`src/rtl/sipo_rx_16_if.sv`:
```
// Bus bundle for the serial-to-parallel receiver: the serial input side
// (bit, sync, strobe), the registered valid/ready word output, and status.
interface sipo_rx_16_if #(
    parameter int WIDTH = 16
);
    logic             serial_in;
    logic             sync_in;
    logic             en;
    logic [WIDTH-1:0] out_data;
    logic             out_valid;
    logic             out_ready;
    logic             busy;
    logic             overrun;
    logic             frame_err;
    logic             clr_err;

    // Side that drives bits and consumes words (upstream transmitter + consumer)
    modport master (
        output serial_in,
        output sync_in,
        output en,
        output out_ready,
        output clr_err,
        input  out_data,
        input  out_valid,
        input  busy,
        input  overrun,
        input  frame_err
    );

    // Receiver side
    modport slave (
        input  serial_in,
        input  sync_in,
        input  en,
        input  out_ready,
        input  clr_err,
        output out_data,
        output out_valid,
        output busy,
        output overrun,
        output frame_err
    );
endinterface

```
`src/rtl/sipo_rx_16.sv`:
```
// Serial-to-parallel receiver. Rebuilds MSB-first words from a bit stream,
// using sync_in to mark each word's first bit, and hands complete words to
// a registered valid/ready output. Overrun and framing errors are sticky.
//
//   state   | meaning
//   --------+-----------------------------------------------------------
//   S_IDLE  | waiting for an enabled bit with sync_in to start a word
//   S_SHIFT | word partially received; r_cnt bits already captured
module sipo_rx_16 #(
    parameter int WIDTH = 16,
    parameter int CNT_W = 5
) (
    input  logic          clk,
    input  logic          rst,
    sipo_rx_16_if.slave   bus
);

    localparam logic [0:0]       S_IDLE   = 1'b0;
    localparam logic [0:0]       S_SHIFT  = 1'b1;
    localparam logic [CNT_W-1:0] LAST_CNT = CNT_W'(WIDTH - 1);
    localparam logic [CNT_W-1:0] ONE_CNT  = CNT_W'(1);

    // Elaboration-time guard on the parameter ranges the datapath relies on.
    if (WIDTH < 2 || WIDTH > 32) begin : g_bad_width
        $error("sipo_rx_16: WIDTH must be in 2..32");
    end
    if ((64'd1 << CNT_W) <= 64'(WIDTH)) begin : g_bad_cnt_w
        $error("sipo_rx_16: CNT_W too narrow to count WIDTH bits");
    end

    logic [0:0]       r_state;
    logic [CNT_W-1:0] r_cnt;
    logic [WIDTH-1:0] r_shift;
    logic [WIDTH-1:0] r_out_data;
    logic             r_out_valid;
    logic             r_overrun;
    logic             r_frame_err;

    logic             w_in_idle;
    logic             w_start;
    logic             w_resync;
    logic             w_shift_bit;
    logic             w_complete;
    logic             w_accept;
    logic             w_load;
    logic             w_drop;
    logic             w_consume;
    logic [WIDTH-1:0] w_word;
    logic [WIDTH-1:0] w_first_bit;

    assign w_in_idle   = (r_state == S_IDLE);

    // A sync bit always begins a fresh word; in SHIFT it aborts the partial
    // word, and it takes priority even over the bit that would complete one.
    assign w_start     = bus.en &  bus.sync_in &  w_in_idle;
    assign w_resync    = bus.en &  bus.sync_in & ~w_in_idle;
    assign w_shift_bit = bus.en & ~bus.sync_in & ~w_in_idle;
    assign w_complete  = w_shift_bit & (r_cnt == LAST_CNT);

    assign w_word      = {r_shift[WIDTH-2:0], bus.serial_in};
    assign w_first_bit = {{(WIDTH-1){1'b0}}, bus.serial_in};

    // The output register can take a new word if empty or being drained now.
    assign w_accept    = ~r_out_valid | bus.out_ready;
    assign w_load      = w_complete &  w_accept;
    assign w_drop      = w_complete & ~w_accept;
    assign w_consume   = r_out_valid & bus.out_ready;

    // Framing FSM, bit counter and shift register; everything holds when en=0.
    always_ff @(posedge clk or posedge rst) begin
        if (rst) begin
            r_state <= S_IDLE;
            r_cnt   <= '0;
            r_shift <= '0;
        end else if (w_start || w_resync) begin
            r_state <= S_SHIFT;
            r_cnt   <= ONE_CNT;
            r_shift <= w_first_bit;
        end else if (w_complete) begin
            r_state <= S_IDLE;
            r_cnt   <= '0;
            r_shift <= w_word;
        end else if (w_shift_bit) begin
            r_cnt   <= r_cnt + ONE_CNT;
            r_shift <= w_word;
        end
    end

    // Output word register with valid/ready handshake; a completing word
    // replaces a word that is being consumed in the same cycle.
    always_ff @(posedge clk or posedge rst) begin
        if (rst) begin
            r_out_data  <= '0;
            r_out_valid <= 1'b0;
        end else if (w_load) begin
            r_out_data  <= w_word;
            r_out_valid <= 1'b1;
        end else if (w_consume) begin
            r_out_valid <= 1'b0;
        end
    end

    // Sticky error flags; a set event in the same cycle as clr_err wins.
    always_ff @(posedge clk or posedge rst) begin
        if (rst) begin
            r_overrun   <= 1'b0;
            r_frame_err <= 1'b0;
        end else begin
            if (w_drop) begin
                r_overrun <= 1'b1;
            end else if (bus.clr_err) begin
                r_overrun <= 1'b0;
            end
            if (w_resync) begin
                r_frame_err <= 1'b1;
            end else if (bus.clr_err) begin
                r_frame_err <= 1'b0;
            end
        end
    end

    assign bus.out_data  = r_out_data;
    assign bus.out_valid = r_out_valid;
    assign bus.busy      = (r_state == S_SHIFT);
    assign bus.overrun   = r_overrun;
    assign bus.frame_err = r_frame_err;

endmodule
```
`src/flat_wrapper.sv`:
```
// flat-port wrapper written by rule: the top's interface ports become plain ports
module sipo_rx_16_flat 
#(
    parameter int WIDTH = 16,
    parameter int CNT_W = 5
)
  (clk, rst, bus_serial_in, bus_sync_in, bus_en, bus_out_ready, bus_clr_err, bus_out_data, bus_out_valid, bus_busy, bus_overrun, bus_frame_err);
  sipo_rx_16_if #(.WIDTH(WIDTH)) bus_i ();
  input  logic clk;
  input  logic rst;
  input wire logic [$bits(bus_i.serial_in)-1:0] bus_serial_in;
  input wire logic [$bits(bus_i.sync_in)-1:0] bus_sync_in;
  input wire logic [$bits(bus_i.en)-1:0] bus_en;
  input wire logic [$bits(bus_i.out_ready)-1:0] bus_out_ready;
  input wire logic [$bits(bus_i.clr_err)-1:0] bus_clr_err;
  output wire logic [$bits(bus_i.out_data)-1:0] bus_out_data;
  output wire logic [$bits(bus_i.out_valid)-1:0] bus_out_valid;
  output wire logic [$bits(bus_i.busy)-1:0] bus_busy;
  output wire logic [$bits(bus_i.overrun)-1:0] bus_overrun;
  output wire logic [$bits(bus_i.frame_err)-1:0] bus_frame_err;
  assign bus_i.serial_in = bus_serial_in;
  assign bus_i.sync_in = bus_sync_in;
  assign bus_i.en = bus_en;
  assign bus_i.out_ready = bus_out_ready;
  assign bus_i.clr_err = bus_clr_err;
  assign bus_out_data = bus_i.out_data;
  assign bus_out_valid = bus_i.out_valid;
  assign bus_busy = bus_i.busy;
  assign bus_overrun = bus_i.overrun;
  assign bus_frame_err = bus_i.frame_err;
  sipo_rx_16 #(.WIDTH(WIDTH), .CNT_W(CNT_W)) u_core (.clk(clk), .rst(rst), .bus(bus_i));
endmodule
```
`config.mk`:
```
export PLATFORM = sky130hd
export DESIGN_NAME = sipo_rx_16_flat
export DESIGN_NICKNAME = d
export VERILOG_FILES = /design/src/rtl/sipo_rx_16_if.sv /design/src/rtl/sipo_rx_16.sv /design/src/flat_wrapper.sv
export SDC_FILE = /design/constraint.sdc
export NUM_CORES = 1
export LEC_CHECK = 0
export CAP_MARGIN = 20
export CORE_ASPECT_RATIO = 1.25
export CORE_MARGIN = 5
export CORE_UTILIZATION = 41
export CTS_CLUSTER_DIAMETER = 150
export DETAILED_ROUTE_END_ITERATION = 7
export GPL_TIMING_DRIVEN = 0
export PLACE_DENSITY_LB_ADDON = 0.2
export SETUP_SLACK_MARGIN = 0.3
export SYNTH_ARGS = -nofsm -noshare
export SYNTH_HDL_FRONTEND = slang
export SYNTH_SLANG_ARGS = --single-unit
```
`constraint.sdc`:
```
create_clock -name clk -period 5.55 [get_ports clk]
set_input_delay 1.11 -clock clk [delete_from_list [all_inputs] [get_ports clk]]
set_output_delay 1.11 -clock clk [all_outputs]
set_load 0.02 [all_outputs]
```
==> results.tsv <==
metric	value	unit
Required @ worst endpoint	5.72	ns
Synth async-reset ratio	100	%
Post-Syn Nets	119	
Buf/Inv on CP	2	
die footprint	0.00518	mm^2
top area cells in the synthesized netlist	dfrtp_1, mux2_2, a22o_1, nor4b_4, inv_1	
CTS root buf	clkbuf_8	
Setup crit end kind	flop	
CTS H-tree depth	2	
cts repair resizes	0	
fillers	345	
cts bufs inserted	5	
Clock Latency Late Sink	0.29	ns
CTS Buffer Depth	2	
Detailed Route WL	2.94	mm
# Post-CTS Setup Buffers	0	
Crit Path Category	primary input to flop	
Max Clk Rate	0.354	GHz
Slew Limit Fails	0	
Mapped Avg Cell Area	14.2	um^2
detailed-route via count	997	
total track usage	12.8	%
Slew headroom	44.6	%
worst-path cell chain	clkdlybuf4s50_1, nand2_2, nor4b_4, buf_6, mux2_2	
post-detailed-route wirelength per cell	16.0	um
first-pass GRT wire length	5.00	mm
DRT iter0 DRCs	29	
Yosys top cell by area	dfrtp_1	
critical path's slowest cell	nor4b_4	
initial antenna violation count	0	
Initial Util	41.9	%
most frequent cells in the layout	dfrtp_1, clkdlybuf4s50_1, mux2_2, a22o_1, clkbuf_8	
CTS Hold Bufs	0	
area of the multi-input gates	527	um^2
Max FO, Critical Path	10	
crit start category	primary input	
port bufs	25	
final hold viol count	0	
1st-pass router iterations	4	
Inserted Diodes	0	
max-cap viol count	0	
cells after synthesis	111	
Sum Neg Setup Slack	0	ns
Sink Count	40	
DP HPWL	2.04	mm
Hold Crit Class	flop to flop	
unrepaired setup endpoints after global routing	no	
Layout area overhead	24.8	%
Final Skew	0.00456	ns
fin crit period	2.83	ns
post-DR vias/cell	5.42	
Nets	151	
LEAKAGE	0.901	nW
Yosys cell types	30	
Mapped Area	0.00157	mm^2
Synth Flop Type	dfrtp_1	
flops & latches, synth	40	
kind of cell adding the most delay to the critical path	buffers and inverters	
DRT antenna net count	0	
GPL Wtd Cong	0.800	
biggest cell delay along the critical path	0.58	ns
Worst-path clk slew	0.07	ns
Tcrit/Tclk final	50.9	%
Pwr Density	279	mW/mm^2
Rows	25	
Setup-failing EPs final	0	
DRC	0	
sequential cell area fraction in the yosys report	63.6	%
commonest non-fill, non-tap cell in the layout	dfrtp_1	
share of cells above drive strength 1	20.1	%
largest net degree at the start of global routing	41	
core area	0.00375	mm^2
EDFF count, synth	0	
CP Data Arrival Time	3.00	ns
CTS tree	yes	
maximum VDD drop	0.193	mV
# placed instances	176	
GRT overflow	0	
reg2reg setup slack	3.47	ns
IO Pins	27	
Register Area	0.00100	mm^2
status	finished, final reports clean	
vias in the first global route	1039	
Die W	65.4	um
Syn. warnings	0	
Slew @ Worst Pin	0.830	ns
die height	79.2	um
Non-Filler Instances	184	
Synth top area share	63.6	%
[worst register-to-register path: cells and delay by family, from the launching register on]
family	cells	cell delay, ns
simple gates	2	0.79
mux	1	0.35
flops	1	0.39
buf+inv	1	0.24
fa+ha+maj	1	0.21
[cells by family after synthesis]
family          Yosys count  share of synthesized area (%)
flops                    40                           63.6
buf+inv                   9                           2.86
xor+xnor                  1                          0.557
mux                      17                           12.2
fa+ha+maj                 1                          0.795
compound gates           27                           13.1
simple gates             16                           6.84
[area by class of cell]
type | count | share of cell area, %
flip-flops and latches | 40 | 51.0
multi-input cells | 62 | 26.8
well taps | 40 | 2.55
repair buffers | 25 | 12.7
clock buffers | 8 | 4.59
inverters | 4 | 0.765
plain buffers | 5 | 1.53
[power breakdown]
group	total (mW)	switching, mW	internal (mW)
Clock	0.194	0.0929	0.101
Sequential	0.312	0.0101	0.302
Combinational	0.0407	0.0230	0.0177
Total	0.547	0.126	0.421
[worst paths after layout]
check | startpoint | cells after the start | to
min in group asynchronous | rst | 2 | u_core.bus.out_valid$_DFFE_PP0P_
setup reg to reg | u_core.r_cnt[0]$_DFFE_PP0P_ | 5 | u_core.bus.out_data[8]$_DFFE_PP0P_
hold / removal | u_core.bus.out_data[11]$_DFFE_PP0P_ | 1 | u_core.bus.out_data[11]$_DFFE_PP0P_
setup / recovery | bus_en | 5 | u_core.bus.out_data[8]$_DFFE_PP0P_
hold reg to reg | u_core.bus.out_data[11]$_DFFE_PP0P_ | 1 | u_core.bus.out_data[11]$_DFFE_PP0P_
max in group asynchronous | rst | 2 | u_core.r_cnt[1]$_DFFE_PP0P_
[flip-flops by register name (all words and copies together), names as in the netlist]
name and count:
u_core.bus.busy 1, u_core.r_cnt 5, u_core.r_shift 15, u_core.bus.overrun 1, u_core.bus.out_data 16, u_core.bus.out_valid 1, u_core.bus.frame_err 1
[cell usage after synthesis, drive strengths merged (2+ instances only)]
master / instances
nand2: 4
o211ai: 2
o22ai: 2
o21ai: 3
buf: 2
inv: 4
and2: 2
nor3: 2
dfrtp: 40
or3: 2
clkbuf: 3
nand2b: 2
a22o: 13
a21oi: 2
mux2: 17
[metal layers]
metal	GRT usage [%]	wire length, um
met1	15.6	1370
met2	20.2	1390
met3	4.95	130
met4	5.60	45
met5	0	0
[through the flow]
step / setup slack [ns] / util, % / hold WS (ns) / instance area, um^2 / power, mW
2_1_floorplan: 3.20 / - / 0.479 / 1570 / 0.343
3_3_place_gp: 2.43 / 49.9 / 0.489 / 1870 / 0.358
3_5_place_dp: 2.40 / 49.9 / 0.495 / 1870 / 0.360
4_1_cts: 2.71 / 52.3 / 0.511 / 1960 / 0.556
5_1_grt: 2.61 / 52.3 / 0.530 / 1960 / 0.576
6_report: 2.72 / 52.3 / 0.507 / 1960 / 0.547
Power figures use the tool's default switching activity.
